$ cat config.mk
export PLATFORM = sky130hd
export DESIGN_NAME = mem_port_arbiter
export DESIGN_NICKNAME = d
export VERILOG_FILES = /design/src/rtl/mem_port_arbiter_pkg.sv /design/src/rtl/arb_run_counter.sv /design/src/rtl/mem_port_arbiter.sv
export SDC_FILE = /design/constraint.sdc
export NUM_CORES = 1
export LEC_CHECK = 0
export ABC_AREA = 0
export CAP_MARGIN = 5
export CELL_PAD_IN_SITES_DETAIL_PLACEMENT = 0
export CELL_PAD_IN_SITES_GLOBAL_PLACEMENT = 1
export CORE_AREA = 2 2 201 203
export DETAILED_ROUTE_END_ITERATION = 10
export DIE_AREA = 0 0 203 205
export HOLD_SLACK_MARGIN = 0.06
export PLACE_DENSITY_LB_ADDON = 0.08
export SKIP_CTS_REPAIR_TIMING = 1
export SLEW_MARGIN = 40
export SYNTH_ARGS = -nofsm -noshare
export SYNTH_HDL_FRONTEND = slang
export SYNTH_SLANG_ARGS = --single-unit
$ cat constraint.sdc
create_clock -name clk -period 2.6 [get_ports clk]
set_input_delay 0.39 -clock clk [delete_from_list [all_inputs] [get_ports clk]]
set_output_delay 0.39 -clock clk [all_outputs]
set_load 0.01 [all_outputs]
$ cat src/rtl/mem_port_arbiter_pkg.sv
`default_nettype none
// ============================================================================
// Module   : mem_port_arbiter_pkg
// Brief    : Shared types, default widths and helpers for the memory port
//            arbiter (state encoding, instruction-word select).
// Revision : 1.0 - initial release
// ============================================================================
package mem_port_arbiter_pkg;

    localparam int ADDR_W_DEF = 64;
    localparam int DATA_W_DEF = 64;

    // Explicit state codes so the encoding is stable across tools and
    // easy to recognise on a waveform.
    localparam logic [2:0] c_ST_IDLE   = 3'd0;
    localparam logic [2:0] c_ST_REQ_I  = 3'd1;
    localparam logic [2:0] c_ST_WAIT_I = 3'd2;
    localparam logic [2:0] c_ST_REQ_D  = 3'd3;
    localparam logic [2:0] c_ST_WAIT_D = 3'd4;

    typedef enum logic [2:0] {
        ST_IDLE   = c_ST_IDLE,
        ST_REQ_I  = c_ST_REQ_I,
        ST_WAIT_I = c_ST_WAIT_I,
        ST_REQ_D  = c_ST_REQ_D,
        ST_WAIT_D = c_ST_WAIT_D
    } arb_state_t;

    // A 64-bit bus beat carries two 32-bit instructions; PC bit 2 picks one.
    function automatic logic [31:0] inst_word_sel(
        input logic [DATA_W_DEF-1:0] rdata,
        input logic                  upper
    );
        return upper ? rdata[63:32] : rdata[31:0];
    endfunction

endpackage : mem_port_arbiter_pkg
`default_nettype wire

$ cat src/rtl/arb_run_counter.sv
`default_nettype none
// ============================================================================
// Module   : arb_run_counter
// Brief    : Saturating up-counter with synchronous clear. Tracks how many
//            data-port grants were made back to back while fetch waited.
// Revision : 1.0 - initial release
// ============================================================================
module arb_run_counter #(
    parameter int MAX_COUNT = 4,
    parameter int CNT_W     = 3
) (
    input  logic             clk,
    input  logic             rst,
    input  logic             i_inc,
    input  logic             i_clr,
    output logic [CNT_W-1:0] o_count
);

    localparam logic [CNT_W-1:0] c_MAX = CNT_W'(MAX_COUNT);

    logic [CNT_W-1:0] r_count;

    // Clear wins over increment; increment stops once the ceiling is reached.
    always_ff @(posedge clk) begin
        if (rst) begin
            r_count <= '0;
        end else if (i_clr) begin
            r_count <= '0;
        end else if (i_inc && (r_count != c_MAX)) begin
            r_count <= r_count + CNT_W'(1);
        end
    end

    assign o_count = r_count;

endmodule : arb_run_counter
`default_nettype wire

$ cat src/rtl/mem_port_arbiter.sv
`default_nettype none
// ============================================================================
// Module   : mem_port_arbiter
// Brief    : Shares one external memory bus between instruction fetch and the
//            memory stage. One outstanding req/gnt/rvalid transaction at a
//            time, data port preferred with a bounded run, fetch responses
//            cancellable by a pipeline flush.
// Revision : 1.0 - initial release
// ============================================================================
module mem_port_arbiter
    import mem_port_arbiter_pkg::*;
#(
    parameter int ADDR_W       = ADDR_W_DEF,
    parameter int DATA_W       = DATA_W_DEF,
    parameter int MAX_DATA_RUN = 4,
    parameter int RUN_W        = 3
) (
    input  logic                clk,
    input  logic                rst,
    // instruction fetch requester
    input  logic                fetch_i_req,
    input  logic [ADDR_W-1:0]   fetch_i_addr,
    // memory stage requester
    input  logic                memory_i_req,
    input  logic                memory_i_wen,
    input  logic [ADDR_W-1:0]   memory_i_addr,
    input  logic [DATA_W-1:0]   memory_i_wdata,
    input  logic [DATA_W/8-1:0] memory_i_wstrb,
    // pipeline control
    input  logic                ctrl_i_flush,
    // external bus
    output logic                bus_o_req,
    output logic                bus_o_we,
    output logic [ADDR_W-1:0]   bus_o_addr,
    output logic [DATA_W-1:0]   bus_o_wdata,
    output logic [DATA_W/8-1:0] bus_o_wstrb,
    input  logic                bus_i_gnt,
    input  logic                bus_i_rvalid,
    input  logic [DATA_W-1:0]   bus_i_rdata,
    // responses
    output logic                fetch_o_valid,
    output logic [31:0]         fetch_o_inst,
    output logic                memory_o_valid,
    output logic [DATA_W-1:0]   memory_o_rdata,
    // hazard unit stalls
    output logic                arb_o_fetch_stall,
    output logic                arb_o_mem_stall
);

    localparam logic [RUN_W-1:0] c_MAX_RUN = RUN_W'(MAX_DATA_RUN);

    arb_state_t          r_state;
    arb_state_t          w_state_nxt;
    logic                w_pick_d;
    logic                w_pick_i;
    logic                w_run_inc;
    logic                w_run_clr;
    logic [RUN_W-1:0]    w_run_count;

    logic [ADDR_W-1:0]   r_addr;
    logic                r_we;
    logic [DATA_W-1:0]   r_wdata;
    logic [DATA_W/8-1:0] r_wstrb;
    logic                r_inst_hi;
    logic                r_drop;

    logic                w_in_req_i;
    logic                w_in_wait_i;
    logic                w_in_wait_d;

    assign w_in_req_i  = (r_state == ST_REQ_I);
    assign w_in_wait_i = (r_state == ST_WAIT_I);
    assign w_in_wait_d = (r_state == ST_WAIT_D);

    // Run length only grows while fetch is actually being held off; any
    // fetch grant, or a data grant with nobody waiting, starts it over.
    assign w_run_inc = w_pick_d &&  fetch_i_req;
    assign w_run_clr = w_pick_i || (w_pick_d && !fetch_i_req);

    arb_run_counter #(
        .MAX_COUNT (MAX_DATA_RUN),
        .CNT_W     (RUN_W)
    ) u_run_counter (
        .clk     (clk),
        .rst     (rst),
        .i_inc   (w_run_inc),
        .i_clr   (w_run_clr),
        .o_count (w_run_count)
    );

    // State register.
    always_ff @(posedge clk) begin
        if (rst) begin
            r_state <= ST_IDLE;
        end else begin
            r_state <= w_state_nxt;
        end
    end

    // Arbitration and transaction sequencing.
    always_comb begin
        w_state_nxt = r_state;
        w_pick_d    = 1'b0;
        w_pick_i    = 1'b0;
        case (r_state)
            ST_IDLE: begin
                if (memory_i_req && (!fetch_i_req || (w_run_count < c_MAX_RUN))) begin
                    w_pick_d    = 1'b1;
                    w_state_nxt = ST_REQ_D;
                end else if (fetch_i_req) begin
                    w_pick_i    = 1'b1;
                    w_state_nxt = ST_REQ_I;
                end
            end
            ST_REQ_I:  if (bus_i_gnt)    w_state_nxt = ST_WAIT_I;
            ST_WAIT_I: if (bus_i_rvalid) w_state_nxt = ST_IDLE;
            ST_REQ_D:  if (bus_i_gnt)    w_state_nxt = ST_WAIT_D;
            ST_WAIT_D: if (bus_i_rvalid) w_state_nxt = ST_IDLE;
            default:                     w_state_nxt = ST_IDLE;
        endcase
    end

    // Capture the winner's request fields so the bus sees them stable
    // until the grant, independent of what the requesters do meanwhile.
    always_ff @(posedge clk) begin
        if (rst) begin
            r_addr    <= '0;
            r_we      <= 1'b0;
            r_wdata   <= '0;
            r_wstrb   <= '0;
            r_inst_hi <= 1'b0;
        end else if (w_pick_d) begin
            r_addr    <= memory_i_addr;
            r_we      <= memory_i_wen;
            r_wdata   <= memory_i_wdata;
            r_wstrb   <= memory_i_wstrb;
            r_inst_hi <= 1'b0;
        end else if (w_pick_i) begin
            r_addr    <= fetch_i_addr;
            r_we      <= 1'b0;
            r_wdata   <= '0;
            r_wstrb   <= '0;
            r_inst_hi <= fetch_i_addr[2];
        end
    end

    // Drop flag: a flush while a fetch is in flight marks its response as
    // stale. A flush coinciding with the response cycle is too late; that
    // instruction is delivered and discarded further down the pipe.
    always_ff @(posedge clk) begin
        if (rst) begin
            r_drop <= 1'b0;
        end else if (w_in_wait_i && bus_i_rvalid) begin
            r_drop <= 1'b0;
        end else if (ctrl_i_flush && (w_in_req_i || w_in_wait_i)) begin
            r_drop <= 1'b1;
        end
    end

    assign bus_o_req   = w_in_req_i || (r_state == ST_REQ_D);
    assign bus_o_we    = r_we;
    assign bus_o_addr  = r_addr;
    assign bus_o_wdata = r_wdata;
    assign bus_o_wstrb = r_wstrb;

    assign fetch_o_valid  = w_in_wait_i && bus_i_rvalid && !r_drop;
    assign memory_o_valid = w_in_wait_d && bus_i_rvalid;

    // Data is passed straight through from the bus but held at zero outside
    // the valid pulse so idle cycles never show stale bus contents.
    assign fetch_o_inst   = fetch_o_valid  ? inst_word_sel(bus_i_rdata, r_inst_hi) : 32'd0;
    assign memory_o_rdata = memory_o_valid ? bus_i_rdata : '0;

    assign arb_o_fetch_stall = fetch_i_req  && !fetch_o_valid;
    assign arb_o_mem_stall   = memory_i_req && !memory_o_valid;

endmodule : mem_port_arbiter
`default_nettype wire
### Word-level counts from Yosys, hierarchy flattened

Index checks and enable logic that the tools add are counted.

* word-level logic and storage cells: 66
* bits of input ports: 272
* output and inout bits: 238
* register bits after elaboration: 145

* eq/ne operators: 9
* reductions and logical operators: 25
* add/sub/neg operators: 1
* muxes and demuxes: 22
* order comparisons: 1

Operator list (count)
* $mux 64: 5
* $mux 32: 2
* $mux 8: 2
* $mux 3: 5
* $pmux 3 s4: 1
* $logic_and 1x1->1: 10
* $reduce_or 2->1: 4
* $mux 1: 7
* $eq 3x2->1 const B: 2
* $ne 3x3->1 const B: 2
* $logic_not 1->1: 4
* $logic_or 1x1->1: 4
* $ne 2x2->1 const B: 2
* $reduce_and 4->1: 1
* $add 3x1->3 const B: 1
* $eq 3x1->1 const B: 1
* $eq 3x3->1 const B: 1
* $logic_not 3->1: 1
* $lt 3x3->1 const B: 1
* $ne 2x1->1 const B: 1
* $reduce_bool 2->1: 1

### Depth between registers and ports, before layout

Gate-level depths: netlist of the first run.

* word-level depth: 8
* mapped depth: 7
* mapped depth without buffers: 4

### By module

A second synthesis of the first run with hierarchy kept.

* cells, all modules: 885
* area total of the unflattened synthesis: 7440.9 µm²

Modules (own cells, without submodules)
* mem_port_arbiter: cells an instance 868, instances 1, area each 7252.0 µm², seq. area each 2842.7 µm²
* arb_run_counter: cells an instance 17, instances 1, area each 188.9 µm², seq. area each 60.1 µm²

### Worst setup path after synthesis of the first run

OpenSTA, ideal clock, no wires.

* kind: register to output
* start point: register r_state[2]
* end point: output memory_o_rdata[15]
* setup slack: 0.822 ns
* data required time: 2.210 ns
* path buffers: 2
* stages on the path, launching flop included: 6
* arrival time: 1.388 ns
* path through: dfxtp_1 -> inv_2 -> nor4b_2 -> clkbuf_2 -> clkbuf_2 -> and2_1

* cells in the longest elaborated chain, start to end: 3

RTL lines
* start: declaration: line mem_port_arbiter.sv:52 `arb_state_t r_state;`
* start signal: assignment: line mem_port_arbiter.sv:96 `r_state <= w_state_nxt;`
* $eq 3x3->1: line mem_port_arbiter.sv:73 `assign w_in_wait_d = (r_state == ST_WAIT_D);`
* $logic_and 1x1->1: line mem_port_arbiter.sv:167 `assign memory_o_valid = w_in_wait_d && bus_i_rvalid;`
* $mux 64: line mem_port_arbiter.sv:172 `assign memory_o_rdata = memory_o_valid ? bus_i_rdata : '0;`
* end: declaration: line mem_port_arbiter.sv:44 `output logic [DATA_W-1:0] memory_o_rdata,`

No other way between the ends.

### Worst setup path after layout of the first run

* start point: input bus_i_rvalid
* end point: output memory_o_rdata[10]

* cells in the longest elaborated chain, start to end: 2

RTL lines
* start: declaration: line mem_port_arbiter.sv:38 `input logic bus_i_rvalid,`
* $logic_and 1x1->1: line mem_port_arbiter.sv:167
* $mux 64: line mem_port_arbiter.sv:172

No other way between the ends.

==> impl_metrics.yaml, run 1 <==
outcome:
  outcome: "finished, final reports clean"
route:
  drc: 0
  avgRoutedWirePerCell_um: 19.9
  num_vias: 7617
  viasPerCell: 4.18
  dr.pass1.iters: 4
  drtAntennaViolNets: 0
  dr.first_iter.drc_count: 337
  route.final.wire_length_um: 36200
synthesis:
  synth_warnings: 0
  synth.distinct_cells: 38
  ys_ff_latch: 145
  ys.flop_type: "dfxtp_1"
  syn_avg_cell_area_um2: 8.91
  yosys.area.top_type_share_pct: 40.9
  syn_nets: 1071
  ys_seq_area_share_pct: 40.9
  synth_cells: 797
  synth_edf_count: 0
  synthTopCellsByArea: "dfxtp_1 (41%), a211oi_2 (9.9%), nor2_1 (9.2%)"
  synth_commonest_cells: "nor2_1 (174), dfxtp_1 (145), a22oi_1 (76)"
  synthesis.area_um2: 7100
  yosys.area.top_type: "dfxtp_1"
  ys_async_sr_fraction_pct: 0
  synth_most_common_cell: "nor2_1"
timing:
  finalHoldViolCount: 0
  drv_slew: 0
  setup_tns_ps: 0
  min_period_ps: 2520
  max_freq_mhz: 397
  setup_viol: 0
  skew_ps: 7.96
  fin_ws_ps: 78.0
  min_period_over_period_pct: 97.0
  relSlewSlack_pct: 60.0
  worst_slew_pin_slew_ps: 600
floorplan:
  rows: 73
  die_y_um: 205
  design.die.area_um2: 41600
  coreArea_um2: 39400
  io_pins: 510
  fp.dieW_um: 203
  initial_core_util_pct: 18.0
critical_path:
  startpoint_type: "input pin"
  worstSetupPathType: "in2out"
  end_kind: "output pin"
  worst_ep_arrival_time_ps: 2130
  critPathMaxFanout: 33
  crit_required_ps: 2210
clocking:
  cts_num_sinks: 145
  clkTransAtPathRegs_ps: 60
  cts_inserted_buffers: 17
  clock_latency_ps: 440
  cts_htree_levels: 4
  tritoncts: "done"
  clock_path_buffers: 2
  cts_root_buf: "clkbuf_16"
finish:
  final_layout_size_suffix_gt1_share_pct: 14.6
  layout.nets: 1555
  area_delta_synth_final_pct: 92.3
  fill_cells: 4071
global_routing:
  antenna_found_initial: 3
  grt_max_degree: 67
  track_usage_pct: 16.6
  grt_first_pass_wirelength_um: 51500
  gr-total-overflow: 0
  grt_pass1_vias: 7915
placed_design:
  port_buffers: 509
  dpl.hpwl_um: 26600
  dp_slack_ps: 60.9
  routabilityCongestion: 0.809
power:
  cellLeakagePower_nw: 6.16
  p_per_area_nw_per_um2: 893
  peakVddDrop_uv: 551
  p_total_mw: 12.2
flow_run:
  drv_cap: 0
hold_path:
  hold_path.class: "in2reg"
placed cells by master, fill, tap and decap left out, drive strengths merged:
cell type,n
a211oi,63
a21boi,1
a21oi,67
a22oi,76
a311oi,1
a31oi,1
and2,66
and4b,1
buf,30
bufinv,1
clkbuf,20
clkdlybuf4s50,439
clkinv,3
clkinvlp,2
dfxtp,145
diode,2
dlymetal6s2s,69
ha,2
inv,14
mux2i,34
nand2,67
nand3,1
nand4b,1
nor2,174
nor2b,2
nor3,3
nor4b,1
o2111ai,1
o21a,1
o21ai,4
o221a,1
o31ai,1
or4,1
xor2,1
worst max-delay path: stages:
cell and delay, ps:
clkdlybuf4s50_1 500, nor4b_4 290, clkbuf_16 260, and2_1 140
clkdlybuf4s50_1 530
where the power goes:
| part | internal [mW] | switching [mW] | total, mW | leakage, nW |
|---|---|---|---|---|
| registers | 2.91 | 0.386 | 3.30 | 1.20 |
| logic | 3.00 | 3.36 | 6.36 | 4.68 |
| clock network | 1.38 | 1.15 | 2.53 | 0.284 |
| total | 7.29 | 4.90 | 12.2 | 6.16 |
sequential cells by signal, indices dropped and copies added (netlist names):
name / flops
bus_o_we: 1
bus_o_wstrb: 8
r_state: 3
bus_o_wdata: 64
bus_o_addr: 64
r_drop: 1
r_inst_hi: 1
u_run_counter.o_count: 3
logic make-up (layout without fill, tap and decap cells):
| family | after synthesis | count (layout) | synth area share, % |
|---|---|---|---|
| xor gates and xnor gates | 1 | 1 | 0.123 |
| buffers and inverters | 81 | 578 | 6.56 |
| AOI/OAI and AO/OA | 217 | 217 | 27.5 |
| muxes | 34 | 34 | 4.79 |
| and+or+nand+nor | 317 | 317 | 19.8 |
| other | 0 | 2 | 0 |
| adders and majority gates | 2 | 2 | 0.352 |
| DFF | 145 | 145 | 40.9 |
path summary, 6_finish.rpt:
kind / endpoint / slack, ps / from / cells past startpoint
max: memory_o_rdata[10] / 80 / bus_i_rvalid / 5
min: u_run_counter.o_count[2] / 410 / rst / 2
max reg2reg: bus_o_addr[42] / 650 / r_state[0] / 6
min reg2reg: bus_o_addr[6] / 500 / bus_o_addr[6] / 2
through the flow:
step / area (um^2) / hold WS, ps / instances / util (%)
global placement: 12800 / 486 / 1783 / 32.5
CTS: 13400 / 389 / 1815 / 34.0
floorplan: 7100 / 505 / 797 / -
detailed placement: 12800 / 495 / 1783 / 32.5
finish: 13600 / 412 / 1821 / 34.7
global route: 13600 / 432 / 1821 / 34.7
cell type report:
class / instances / area, um^2 / share of cell area (%)
timing repair buffer: 540 / 5720 / 41.9
inverter: 6 / 22.5 / 0.165
tap: 525 / 657 / 4.81
clock buffer: 18 / 439 / 3.22
clock inverter: 14 / 145 / 1.06
antenna: 2 / 5.00 / 0.0367
multi-input combinational: 571 / 3750 / 27.5
sequential: 145 / 2910 / 21.3
metal layers:
metal	track usage [%]	vias up	wire length [um]
met5	0	-	9
met4	5.06	2	606
met3	6.09	31	2660
met2	28.8	264	18100
met1	19.0	3586	14800
li1	-	3734	-
Note: power is estimated with default switching activity, not from simulation.
==> run 2: changes to the inputs <==
--- a/config.mk
+++ b/config.mk
@@ -14,7 +14,6 @@
 export DIE_AREA = 0 0 203 205
 export HOLD_SLACK_MARGIN = 0.06
 export PLACE_DENSITY_LB_ADDON = 0.08
-export SKIP_CTS_REPAIR_TIMING = 1
 export SLEW_MARGIN = 40
 export SYNTH_ARGS = -nofsm -noshare
 export SYNTH_HDL_FRONTEND = slang
==> run 2 against run 1 <==
Wire length shrank 1.8%. Worst setup slack lost 47 ps. Total power shrank 0.13%. Clock skew is essentially flat. Maximum frequency shrank 1.8%. Clock power is essentially flat. Combinational power is essentially flat. Global-route usage is the same. Cell count shrank 0.22%. Die area is the same. Highest routed layer unchanged.
==> impl_metrics.yaml, run 2 (same netlist as run 1, synthesis figures left out) <==
outcome:
  outcome: "finished, final reports clean"
finish:
  layout.nets: 1551
  most-common-layout-cells: "clkdlybuf4s50_1 (498), nor2_1 (174), dfxtp_1 (142)"
  area_delta_synth_final_pct: 89.0
  final_core_util_pct: 34.1
  final_common_cell: "clkdlybuf4s50_1"
  final_layout_size_suffix_gt1_share_pct: 14.2
  fin_cells: 1817
route:
  drc: 0
  viasPerCell: 4.17
  drtAntennaViolNets: 0
  dr.first_iter.drc_count: 313
  route.final.wire_length_um: 35600
  num_vias: 7571
  avgRoutedWirePerCell_um: 19.6
  dr.pass1.iters: 4
timing:
  whs_ps: 412
  finalHoldViolCount: 0
  relSlewSlack_pct: 60.0
  worst_slew_pin_slew_ps: 600
  drv_slew: 0
  min_period_ps: 2570
  skew_ps: 7.98
  min_period_over_period_pct: 98.8
  setup_viol: 0
  setup_tns_ps: 0
  rsz0062_at_grt: "yes"
  max_freq_mhz: 389
floorplan:
  design.die.area_um2: 41600
  coreArea_um2: 39400
  rows: 73
  io_pins: 510
  die_y_um: 205
  fp.dieW_um: 203
  initial_core_util_pct: 18.0
global_routing:
  grt_max_degree: 67
  track_usage_pct: 16.6
  grt_first_pass_wirelength_um: 51500
  antenna_found_initial: 3
  grt_pass1_vias: 7921
  gr-total-overflow: 0
critical_path:
  startpoint_type: "flop"
  crit_family: "buffers and inverters"
  worstPathBufferInverterCount: 3
  worst_ep_arrival_time_ps: 2180
  worstSetupPathType: "reg2out"
  slowest_delay_ps: 540
  worstPathCellList: "inv_2 > nor4b_4 > buf_12 > and2_1 > clkdlybuf4s50_1"
  end_kind: "output pin"
  critPathMaxFanout: 66
  critPathSlowestCell: "clkdlybuf4s50_1"
  crit_required_ps: 2210
placed_design:
  dp.cells: 1783
  port_buffers: 509
  routabilityCongestion: 0.809
  dpl.hpwl_um: 26600
power:
  p_per_area_nw_per_um2: 907
  cellLeakagePower_nw: 4.99
  peakVddDrop_uv: 552
clocking:
  tritoncts: "done"
  cts_htree_levels: 4
  clock_path_buffers: 2
  cts_inserted_buffers: 17
  cts_root_buf: "clkbuf_16"
  clkTransAtPathRegs_ps: 70
  clock_latency_ps: 440
  cts_num_sinks: 145
  ctsHoldBuffers: 0
flow_run:
  drv_cap: 0
hold_path:
  hold_path.class: "in2reg"
run 2: cell types whose count changed in the layout (fill, tap and decap cells not counted):
cell,previous run,this run
dfxtp_1,141,142
dlygate4sd2_1,0,2
dlymetal6s2s_1,69,8
nor2_1,173,174
clkdlybuf4s50_1,439,498
nor2_2,1,0
dfxtp_4,1,0
buf_6,2,1
buf_4,14,13
clkbuf_16,19,17
run 2: per-stage QoR:
stage | cell area [um^2] | power, mW | setup WS, ps
floorplan | 7100 | 6.84 | 822
global placement | 12800 | 9.86 | 82.5
detailed placement | 12800 | 9.82 | 60.9
CTS | 13400 | 12.5 | 2.80
global route | 13400 | 13.0 | -84.4
finish | 13400 | 12.2 | 30.5
run 2: final timing paths:
| check | start | end | slack, ps | depth (start not counted) |
|---|---|---|---|---|
| setup / recovery | r_state[2] | memory_o_rdata[14] | 30 | 5 |
| hold / removal | rst | u_run_counter.o_count[2] | 410 | 2 |
| setup reg to reg | r_state[1] | bus_o_addr[42] | 620 | 6 |
| hold reg to reg | bus_o_addr[6] | bus_o_addr[6] | 500 | 2 |
run 2: repair_timing:
action / in CTS / in global routing
setup buffers: 0 / 0
setup endpoints to repair: 73 / 76
endpoints found under the hold margin: 0 / 0
cloned: 0 / 0
gates resized for setup: 4 / 8
run 2: area by class of cell:
type                            count  area [um^2]
Fill cell                        4091        25900
Tap cell                          525          657
Clock buffer                       18          439
Multi-Input combinational cell    571         3750
Clock inverter                     14          145
Timing Repair Buffer              536         5490
Inverter                            6         22.5
Sequential cell                   145         2910
Antenna cell                        2         5.00
run 2: power by group:
part / leakage [nW] / total, mW / switching [mW] / internal (mW)
combinational: 3.51 / 6.35 / 3.36 / 2.99
sequential: 1.19 / 3.29 / 0.386 / 2.91
clock: 0.284 / 2.53 / 1.15 / 1.38
total: 4.99 / 12.2 / 4.89 / 7.28
run 2: worst register-to-register path, delay by kind of cell (launching register included):
kind                   cells  cell delay [ps]
AO/OA/AOI/OAI              2              640
buffers and inverters      2              480
flip-flops                 1              410
AND/OR/NAND/NOR            2              390
run 2: per-layer routing:
metal	track usage (%)	up-vias	share of wire, %
met5	0	-	0.025
met4	5.06	2	1.7
met3	6.09	31	7.4
met2	28.8	265	50
met1	19.0	3548	41
li1	-	3725	-
